File: config.mk
export PLATFORM = sky130hd
export DESIGN_NAME = bit_deser32
export DESIGN_NICKNAME = d
export VERILOG_FILES = /design/src/rtl/bit_deser32.sv
export SDC_FILE = /design/constraint.sdc
export NUM_CORES = 1
export LEC_CHECK = 0
export CORE_ASPECT_RATIO = 0.8
export CORE_MARGIN = 3
export CORE_UTILIZATION = 40
export DETAILED_ROUTE_END_ITERATION = 7
export HOLD_SLACK_MARGIN = 0.08
export PLACE_DENSITY = 0.67
export SYNTH_ARGS = -nofsm -noshare
export SYNTH_HDL_FRONTEND = slang
export SYNTH_SLANG_ARGS = --single-unit
export TNS_END_PERCENT = 5
File: constraint.sdc
create_clock -name clk -period 4.85 [get_ports clk]
set_clock_uncertainty 0.05 [all_clocks]
set_input_delay 1.455 -clock clk [delete_from_list [all_inputs] [get_ports clk]]
set_output_delay 1.455 -clock clk [all_outputs]
set_load 0.02 [all_outputs]
File: src/rtl/bit_deser32.sv
// Serial-to-parallel word assembler: one bit per accepted beat is written into a
// 32-bit word at a counter-selected position; completed or flushed words are handed off.
module bit_deser32 #(
  parameter bit MSB_FIRST = 1'b0
) (
  input  logic        clk,
  input  logic        rst,
  input  logic        in_valid,
  input  logic        in_bit,
  output logic        in_ready,
  input  logic        flush,
  output logic        out_valid,
  input  logic        out_ready,
  output logic [31:0] out_data,
  output logic [5:0]  out_count,
  output logic [4:0]  bit_idx
);

  typedef enum logic {
    FILL = 1'b0,
    FULL = 1'b1
  } state_t;

  localparam logic [4:0] FIRST_IDX = MSB_FIRST ? 5'd31 : 5'd0;

  state_t      state;
  logic [5:0]  cnt;
  logic [31:0] data;
  logic        out_valid_q;
  logic        in_fire;
  logic        out_fire;
  logic        word_done;
  logic [31:0] data_wr;
  logic [31:0] data_fresh;

  assign bit_idx  = MSB_FIRST ? (5'd31 - cnt[4:0]) : cnt[4:0];
  assign in_ready = (state == FILL) | out_ready;
  assign in_fire  = in_valid & in_ready;
  assign out_fire = out_valid_q & out_ready;

  // A word closes on the 32nd bit, or on flush when it holds (or is about to hold) a bit.
  assign word_done = (in_fire && (cnt == 6'd31)) ||
                     (flush && (in_fire || (cnt != 6'd0)));

  always_comb begin
    data_wr          = data;
    data_wr[bit_idx] = in_bit;
  end

  // Word seeded by a bit accepted on the same edge the previous word is consumed.
  always_comb begin
    data_fresh            = '0;
    data_fresh[FIRST_IDX] = in_bit;
  end

  always_ff @(posedge clk) begin
    if (rst) begin
      state       <= FILL;
      cnt         <= '0;
      data        <= '0;
      out_valid_q <= 1'b0;
    end else begin
      unique case (state)
        FILL: begin
          if (in_fire) begin
            data <= data_wr;
            cnt  <= cnt + 6'd1;
          end
          if (word_done) begin
            state       <= FULL;
            out_valid_q <= 1'b1;
          end
        end
        FULL: begin
          if (out_fire) begin
            if (in_fire) begin
              data <= data_fresh;
              cnt  <= 6'd1;
            end else begin
              data <= '0;
              cnt  <= '0;
            end
            state       <= FILL;
            out_valid_q <= 1'b0;
          end
        end
        default: state <= FILL;
      endcase
    end
  end

  assign out_valid = out_valid_q;
  assign out_data  = data;
  assign out_count = cnt;

endmodule

==> summary.md, run 1 <==
| Metric | Value |
|---|---|
| Slew Viols, Final | 0 |
| Avg Inst Size Synth | slightly below 10 sq um |
| Flip-flop and latch count after synthesis | 40 |
| Antenna Cells | 0 |
| Pwr dens | between 200 and 300 nW/um^2 |
| CTS tree | built |
| H-tree depth | 2 |
| CTS resizes | 0 |
| Share of cells above drive strength 1 | 0.134 |
| IO Port Bufs | 50 |
| Critical path's largest stage delay | 0.61 ns |
| Total track usage | 0.167 |
| Horiz. Die Dim | 89.6 um |
| CP required | approximately 3.4 ns |
| FMAX | 0.241 GHz |
| Worst skew pair latency | 0.29 ns |
| Commonest non-fill, non-tap cells in the layout | clkdlybuf4s50_1, dfxtp_1, nand2_1, mux2i_1, o211ai_1 |
| Syn Nets | 238 |
| Min-delay worst type | flip-flop to flip-flop |
| WL per Instance | about 15 um |
| Crit end category | output port |
| CTS Sinks | 40 |
| Placed Instances | ~330 |
| Site Rows | 23 |
| Drt pass-1 iters | 4 |
| Die span in y | ~73 um |
| Yosys warning count | 0 |
| EDFF count, synth | 0 |
| Crit Path Category | input port to output port |
| Synth top area share | 0.358 |
| Core Area | 5210 sq um |
| Switch share | 0.258 |
| Initial Util | 0.429 |
| Leading area contributor after synthesis | dfxtp_1 |
| Final setup viols | 0 |
| Final Cycle Share | 0.854 |
| Max Cap Viol | 0 |
| First-pass GRT wire length | around 8.5 mm |
| Netlist cell types | 42 |
| Worst-margin pin slew | slightly above 0.9 ns |
| Async SR Flop Fraction | 0 |
| Largest net degree at the start of global routing | 34 |
| Gate Count Post-Synth | 228 |
| Internal | 549 uW |
| Switching power | 191 uW |
| Root buffer cell | clkbuf_8 |
| # DRC | 0 |
| Comb pwr share | 0.130 |
| Nets@finish | 270 |
| Setup TNS | 0 ns |
| Seq/Total Area, Yosys | 0.358 |
| Max-slew headroom | 0.383 |
| Top_reg_cell synth | dfxtp_1 |
| Final Non-Filler Cells | 336 |
| Post-DRT Antenna Nets | 0 |
| Worst Path Max Fanout | 2 |
| Total grt overflow | 0 |
| Area contributors post-synth | dfxtp_1, mux2i_1, o211ai_2, nand2_1, o211ai_1 |
| DPL Wire Length | about 3.3 mm |
| Final Hold Vio Count | 0 |
| Clk network pwr share | 0.402 |
| Synthesized area | 2240 sq um |
| RSZ-0062 raised after global routing | no |
| Iter 0 DRT Violations | 113 |
| CTS Hold Bufs | 0 |
| Fin crit period | roughly 4.1 ns |
| Most common cell after layout, fill and taps aside | clkdlybuf4s50_1 |
| VDD IR max | around 150 uV |
| Pleak | 1.15 nW |
| Synth-to-layout area growth | 24.3% |
| Critical-path top delay cell | clkdlybuf4s50_1 |
| CTS Buffer Depth | 2 |
| Initial antenna violation count | 0 |
| Vias | approximately 1.7k |
| Number of I/O pins | 51 |
| Via/cell ratio | between 5 and 6 |
| Worst-path clk slew | around 0.07 ns |
| Status | completed |
| Worst Path Arrival | about 2.6 ns |
| Die ar. | 6530 sq um |
| Critical Path, Cell by Cell | clkdlybuf4s50_1, nand2b_1, clkdlybuf4s50_1 |
| Sequential fraction of design power | 0.467 |
| Post-CTS Setup Repair Bufs | 0 |
| Critical Path Source Type | input port |
| TritonCTS buffer count | 5 |
| Final WL | between 5 and 6 mm |
| Most frequent CP cell | clkdlybuf4s50_1 |
| Number of global-route vias before repair | roughly 1.7k |
| RePlAce Congestion | 0.830 |
## power groups by stage
stage	combinational, mW	clock [mW]	sequential [mW]
floorplan	0.0721	0	0.354
CTS	0.0971	0.306	0.346
finish	0.0965	0.298	0.346
detailed placement	0.0972	0	0.354
global placement	0.0958	0	0.354
global route	0.105	0.319	0.348
## final timing paths
kind / slack, ns / start / cells past startpoint / endpoint
setup / recovery: 0.71 / out_ready / 3 / in_ready
hold / removal: 0.41 / out_data[11] / 2 / out_data[11]
setup reg to reg: 2.71 / out_count[0] / 5 / state
hold reg to reg: 0.41 / out_data[11] / 2 / out_data[11]
## routing by layer
| metal | part of all wire | track usage | wire, um | vias up |
|---|---|---|---|---|
| li1 | - | - | - | 877 |
| met1 | 0.53 | 0.249 | 2660 | 812 |
| met2 | 0.42 | 0.241 | 2120 | 41 |
| met3 | 0.047 | 0.0429 | 235 | 5 |
| met4 | 0.0075 | 0.0397 | 38 | 0 |
| met5 | 0 | 0 | 0 | - |
## cells in the mapped netlist (2+ instances only)
master     n
a21boi_0   2
a21oi_1    9
and3_1     2
and3b_1    3
buf_2     11
buf_4      9
buf_6      2
buf_8      2
clkbuf_1   4
dfxtp_1   40
ha_1       4
inv_1      6
mux2i_1   31
nand2_1   35
nand2b_1   4
nand3_1    4
nand4_1    2
nor2b_1    2
nor3_1     2
nor3b_2    3
o211ai_1  17
o211ai_2  13
o21ai_1    2
## flip-flops by register name, summed over array words and instances, names as in the netlist
| name | flops |
|---|---|
| out_count | 6 |
| out_data | 32 |
| out_valid | 1 |
| state | 1 |
## cells by family after synthesis
kind of cell | count (synthesis) | synth area share
muxes | 31 | 0.139
AOI/OAI and AO/OA | 55 | 0.224
DFF | 40 | 0.358
and+or+nand+nor | 63 | 0.153
buffers and inverters | 35 | 0.104
adders and majority gates | 4 | 0.0224
## critical path: cells and delay by family
kind / cells / cell delay (ns)
buf+inv: 2 / 1.08
simple gates: 1 / 0.10
## stage by stage
step                      power (mW)  cell area, sq um   util  hold slack, ns  setup slack [ns]
after floorplan                0.426              2240      -           0.485              1.47
after global placement         0.449              2650  0.509           0.395             0.714
after detailed placement       0.451              2650  0.509           0.402             0.711
after CTS                      0.749              2780  0.534           0.413             0.700
after global routing           0.772              2780  0.534           0.422             0.671
final                          0.740              2780  0.534           0.409             0.708
## area by class of cell
cell class / count / area (sq um)
tap: 75 / 93.8
sequential: 40 / 801
fill: 487 / 2430
inverter: 6 / 22.5
clock inverter: 1 / 30.0
multi-input combinational: 153 / 1210
clock buffer: 7 / 96.3
timing repair buffer: 54 / 531
Note: power is estimated with default switching activity, not from simulation.
==> run 2, diff against run 1 <==
--- a/config.mk
+++ b/config.mk
@@ -6,11 +6,11 @@
 export NUM_CORES = 1
 export LEC_CHECK = 0
 export CORE_ASPECT_RATIO = 0.8
-export CORE_MARGIN = 3
 export CORE_UTILIZATION = 40
 export DETAILED_ROUTE_END_ITERATION = 7
 export HOLD_SLACK_MARGIN = 0.08
 export PLACE_DENSITY = 0.67
+export SKIP_CTS_REPAIR_TIMING = 1
 export SYNTH_ARGS = -nofsm -noshare
 export SYNTH_HDL_FRONTEND = slang
 export SYNTH_SLANG_ARGS = --single-unit
==> run 2 against run 1 <==
Compared with the run above: via count grew 0.63%; maximum frequency up 0.24%; die area fell by 9.7%; core utilization about the same; combinational power barely moved; clock-buffer cell count unchanged; register-to-register slack got worse by 0.02 ns; total power fell by 0.30%; sequential cell count unchanged; critical path type unchanged; critical endpoint unchanged; largest cell class unchanged.
==> summary.md, run 2 (synthesis results as in run 1) <==
| Metric | Value |
|---|---|
| Status | completed |
| First-pass GRT wire length | 7.73 mm (-9.4%) |
| Setup TNS | 0 ns (unchanged) |
| Critical path's largest stage delay | 0.61 ns (about the same) |
| Largest net degree at the start of global routing | 34 (unchanged) |
| CP required | 3.35 ns (about the same) |
| Critical Path, Cell by Cell | clkdlybuf4s50_1, nand2b_1, clkdlybuf4s50_1 |
| CTS Buffer Depth | 2 (unchanged) |
| Number of I/O pins | 51 (unchanged) |
| Hold WS | 0.411 ns (+0.00122 ns) |
| Die ar. | 5900 sq um (-9.7%) |
| Fin util | 0.534 (about the same) |
| Internal | 549 uW (about the same) |
| Switching power | 189 uW (-1.2%) |
| FMAX | 0.242 GHz (+0.24%) |
| Via/cell ratio | 5.41 (+4.7%) |
| Worst skew pair latency | 0.28 ns (about the same) |
| Post-DRT Antenna Nets | 0 (unchanged) |
| Most common cell after layout, fill and taps aside | clkdlybuf4s50_1 |
| Placed Instances | 315 (-4.0%) |
| IO Port Bufs | 50 (unchanged) |
| Core Area | 5180 sq um (-0.55%) |
| Site Rows | 23 (unchanged) |
| Most Used Layer, Global Route | met2 |
| Initial Util | 0.432 (+0.00239) |
| Iter 0 DRT Violations | 83 (-27%) |
| Pwr dens | 267 nW/um^2 (+0.29%) |
| Largest register FFs | 32 (unchanged) |
| Total grt overflow | 0 (unchanged) |
| Sequential fraction of design power | 0.468 (about the same) |
| Final setup viols | 0 (unchanged) |
| Final WL | 4.90 mm (-2.9%) |
| Grt met1 use | 0.244 (-0.00511) |
| Max Cap Viol | 0 (unchanged) |
| WL per Instance | 15.2 um (+0.98%) |
| CTS tree | built |
| Comb pwr share | 0.131 (about the same) |
| Number of global-route vias before repair | 1563 (-8.5%) |
| Total track usage | 0.172 (+0.00412) |
| Finished Cell Area | 2760 sq um (-0.59%) |
| Worst-margin pin slew | 0.930 ns (+0.00696 ns) |
| CTS Sinks | 40 (unchanged) |
| Synth-to-layout area growth | 23.5% |
| Worst r2r path cells | 5 (unchanged) |
| Final Cycle Share | 0.852 (-0.00204) |
| Drt pass-1 iters | 4 (unchanged) |
| Most frequent CP cell | clkdlybuf4s50_1 |
| Grt met2 use | 0.260 (+0.0189) |
| Final Hold Vio Count | 0 (unchanged) |
| Worst Path Arrival | 2.63 ns (about the same) |
| DPL Wire Length | 3.11 mm (-5.5%) |
| Share of cells above drive strength 1 | 0.134 (unchanged) |
| VDD IR max | 152 uV (about the same) |
| Switch share | 0.256 (-0.00231) |
| Met3 global-route usage | 0.0393 (-0.00360) |
| Crit Path Category | input port to output port |
| Clk network pwr share | 0.401 (about the same) |
| Initial antenna violation count | 0 (unchanged) |
| # DRC | 0 (unchanged) |
| Crit end category | output port |
| Critical Path Source Type | input port |
| TritonCTS buffer count | 5 (unchanged) |
| RePlAce Congestion | 0.797 (-4.0%) |
| Slew Viols, Final | 0 (unchanged) |
| Worst-path clk slew | 0.08 ns (about the same) |
| Max-slew headroom | 0.378 (-0.00465) |
| Worst Path Max Fanout | 2 (unchanged) |
| Vias | 1746 (+0.63%) |
| Reg2Reg Setup Slack | 2.69 ns (-0.02 ns) |
| Placed cell area | 2640 sq um (-0.61%) |
| Final Non-Filler Cells | 323 (-3.9%) |
| Die span in y | 68.9 um (-5.5%) |
| Commonest non-fill, non-tap cells in the layout | clkdlybuf4s50_1, dfxtp_1, nand2_1, mux2i_1, o211ai_1 |
| Antenna Cells | 0 (unchanged) |
| Root buffer cell | clkbuf_8 |
| Min-delay worst type | flip-flop to flip-flop |
| RSZ-0062 raised after global routing | no |
| Filler cells | 483 (-0.82%) |
| Nets@finish | 270 (unchanged) |
| Hold path depth | 2 (unchanged) |
| Critical-path top delay cell | clkdlybuf4s50_1 |
| Horiz. Die Dim | 85.6 um (-4.5%) |
| Pleak | 1.15 nW (unchanged) |
| Fin crit period | 4.13 ns (-0.00992 ns) |
| H-tree depth | 2 (unchanged) |
run 2: cell counts in the layout (fill, tap and decap cells not counted):
Identical to the previous run, type by type.
run 2: layout make-up:
| class | instances | area, sq um | share of cell area |
|---|---|---|---|
| Sequential cell | 40 | 801 | 0.290 |
| Inverter | 6 | 22.5 | 0.00815 |
| Tap cell | 62 | 77.6 | 0.0281 |
| Clock inverter | 1 | 30.0 | 0.0109 |
| Clock buffer | 7 | 96.3 | 0.0349 |
| Timing Repair Buffer | 54 | 531 | 0.192 |
| Multi-Input combinational cell | 153 | 1210 | 0.436 |
run 2: metrics by stage:
stage          setup WS (ns)  total power [mW]
2_1_floorplan           1.47             0.426
3_3_place_gp           0.717             0.449
3_5_place_dp           0.721             0.450
4_1_cts                0.712             0.747
5_1_grt                0.661             0.769
6_report               0.718             0.738
run 2: routing by layer:
layer / part of all wire / vias up
met2: 0.42 / 49
li1: - / 875
met1: 0.53 / 818
met4: 0.0067 / 0
met3: 0.048 / 4
met5: 0 / -
run 2: final timing paths:
path | startpoint | endpoint
hold / removal | out_data[23] | out_data[23]
hold reg to reg | out_data[23] | out_data[23]
setup reg to reg | out_count[0] | out_valid
setup / recovery | out_ready | in_ready
run 2: power by group through the flow:
stage | sequential [mW] | clock, mW | combinational (mW)
floorplan | 0.354 | 0 | 0.0721
global placement | 0.353 | 0 | 0.0955
detailed placement | 0.353 | 0 | 0.0968
CTS | 0.346 | 0.304 | 0.0970
global route | 0.347 | 0.317 | 0.104
finish | 0.346 | 0.296 | 0.0968
run 2: worst max-delay path: cells and delay by family:
kind	cells	cell delay, ns
AND/OR/NAND/NOR	1	0.10
buffers and inverters	2	1.08
==> run 3, diff against run 2 <==
--- a/config.mk
+++ b/config.mk
@@ -6,6 +6,7 @@
 export NUM_CORES = 1
 export LEC_CHECK = 0
 export CORE_ASPECT_RATIO = 0.8
+export CORE_MARGIN = 10
 export CORE_UTILIZATION = 40
 export DETAILED_ROUTE_END_ITERATION = 7
 export HOLD_SLACK_MARGIN = 0.08
==> run 3 against run 2 <==
Compared with the run above: final cell count increased by 5.0%; via count increased by 3.9%; cell area about the same; critical path depth unchanged; core utilization decreased by 2.5 points; non-clock buffer count unchanged; first-iteration DRC count decreased by 37%; largest cell class unchanged.
==> summary.md, run 3 (synthesis results as in run 1) <==
| Metric | Value |
|---|---|
| Fin util | 0.508 (-0.0253) |
| Worst-margin pin slew | 0.958 ns (+0.0273 ns) |
| Crit Path Category | input port to output port |
| Share of cells above drive strength 1 | 0.134 (unchanged) |
| Worst skew pair latency | 0.30 ns (+0.02 ns) |
| Worst Path Max Fanout | 2 (unchanged) |
| Drt pass-1 iters | 4 (unchanged) |
| Site Rows | 24 (+4.3%) |
| Final Hold Vio Count | 0 (unchanged) |
| Filler cells | 521 (+7.9%) |
| Antenna Cells | 0 (unchanged) |
| Hold WS | 0.409 ns (-0.00128 ns) |
| Total grt overflow | 0 (unchanged) |
| Max-slew headroom | 0.360 (-0.0183) |
| CTS Sinks | 40 (unchanged) |
| VDD IR max | 125 uV (-18%) |
| RR Startpoint | state |
| RePlAce Congestion | 0.850 (+6.7%) |
| Die span in y | 86.9 um (+26%) |
| # DRC | 0 (unchanged) |
| RSZ-0062 raised after global routing | no |
| CTS tree | built |
| Iter 0 DRT Violations | 52 (-37%) |
| Initial Util | 0.412 (-0.0203) |
| HP Start | out_data[24] |
| TritonCTS buffer count | 5 (unchanged) |
| Nets@finish | 270 (unchanged) |
| Worst Path Arrival | 2.64 ns (about the same) |
| Pleak | 1.15 nW (-0.81%) |
| Commonest non-fill, non-tap cells in the layout | clkdlybuf4s50_1, dfxtp_1, nand2_1, mux2i_1, o211ai_1 |
| WL per Instance | 16.2 um (+6.5%) |
| DPL Wire Length | 3.77 mm (+21%) |
| IO Port Bufs | 50 (unchanged) |
| Via/cell ratio | 5.35 (-1.0%) |
| Number of global-route vias before repair | 1808 (+16%) |
| Vias | 1814 (+3.9%) |
| Largest net degree at the start of global routing | 34 (unchanged) |
| Critical path's largest stage delay | 0.62 ns (about the same) |
| Hold path depth | 2 (unchanged) |
| Slew Viols, Final | 0 (unchanged) |
| Max Cap Viol | 0 (unchanged) |
| Final WL | 5.48 mm (+12%) |
| Crit end category | output port |
| FMAX | 0.241 GHz (-0.23%) |
| Critical Path Source Type | input port |
| Setup TNS | 0 ns (unchanged) |
| First-pass GRT wire length | 9.27 mm (+20%) |
| Sequential cell area | 801 sq um (unchanged) |
| Final Cycle Share | 0.854 (+0.00198) |
| Critical-path top delay cell | clkdlybuf4s50_1 |
| Worst-path clk slew | 0.08 ns (about the same) |
| Total track usage | 0.124 (-0.0476) |
| Pwr dens | 247 nW/um^2 (-7.6%) |
| Area of the multi-input gates | 1210 sq um (unchanged) |
| CTS Buffer Depth | 2 (unchanged) |
| Largest register FFs | 32 (unchanged) |
| Critical Path, Cell by Cell | clkdlybuf4s50_1, nand2b_1, clkdlybuf4s50_1 |
| Post-DRT Antenna Nets | 0 (unchanged) |
| Die ar. | 9000 sq um (+53%) |
| Worst r2r path cells | 4 (-1) |
| H-tree depth | 2 (unchanged) |
| Synth-to-layout area growth | 23.5% (about the same) |
| Number of I/O pins | 51 (unchanged) |
| Worst Setup SP | out_ready |
| Initial antenna violation count | 0 (unchanged) |
| Fin crit period | 4.14 ns (+0.00961 ns) |
| Horiz. Die Dim | 104 um (+21%) |
| Status | completed |
| Most frequent CP cell | clkdlybuf4s50_1 |
| Final setup viols | 0 (unchanged) |
| Min-delay worst type | flip-flop to flip-flop |
| CP required | 3.35 ns (about the same) |
| Root buffer cell | clkbuf_8 |
| Most common cell after layout, fill and taps aside | clkdlybuf4s50_1 |
| Core Area | 5440 sq um (+4.9%) |
-- run 3: changes by cell type in the layout (fill, tap and decap cells not counted) --
cell | before | now
clkbuf_8 | 7 | 6
bufinv_16 | 1 | 0
buf_12 | 0 | 1
clkinv_2 | 0 | 2
buf_4 | 4 | 3
-- run 3: layer usage --
| metal | wire length [um] | track usage | vias up |
|---|---|---|---|
| met2 | 2350 | 0.188 | 59 |
| met3 | 416 | 0.0466 | 7 |
| met1 | 2650 | 0.159 | 871 |
| met5 | 0 | 0 | - |
| li1 | - | - | 877 |
| met4 | 62 | 0.0409 | 0 |
-- run 3: cell type report --
type                            instances  area share
Multi-Input combinational cell        153       0.437
Sequential cell                        40       0.290
Timing Repair Buffer                   54       0.197
Tap cell                               78      0.0353
Clock buffer                            6      0.0299
Inverter                                6     0.00815
Clock inverter                          2     0.00362
-- run 3: per-stage QoR --
stage          worst slack [ns]  power, mW  cell area, sq um  std cells
4_1_cts                   0.705      0.686              2760        339
2_1_floorplan              1.47      0.426              2240        228
3_3_place_gp              0.716      0.452              2670        331
5_1_grt                   0.681      0.712              2760        339
6_report                  0.708      0.682              2760        339
3_5_place_dp              0.707      0.453              2670        331
-- run 3: where the power goes --
| group | total (mW) | internal [mW] | switching, mW |
|---|---|---|---|
| clock | 0.236 | 0.114 | 0.122 |
| sequential | 0.346 | 0.333 | 0.0128 |
| combinational | 0.0995 | 0.0365 | 0.0629 |
-- run 3: final timing paths --
kind | slack (ns) | endpoint
worst max-delay path | 0.71 | in_ready
worst min-delay path | 0.41 | out_data[24]
worst max register to register | 2.63 | out_data[2]
worst min register to register | 0.41 | out_data[24]
-- run 3: critical path, delay by kind of cell --
kind                   cells  cell delay (ns)
buffers and inverters      2             1.08
and+or+nand+nor            1             0.10
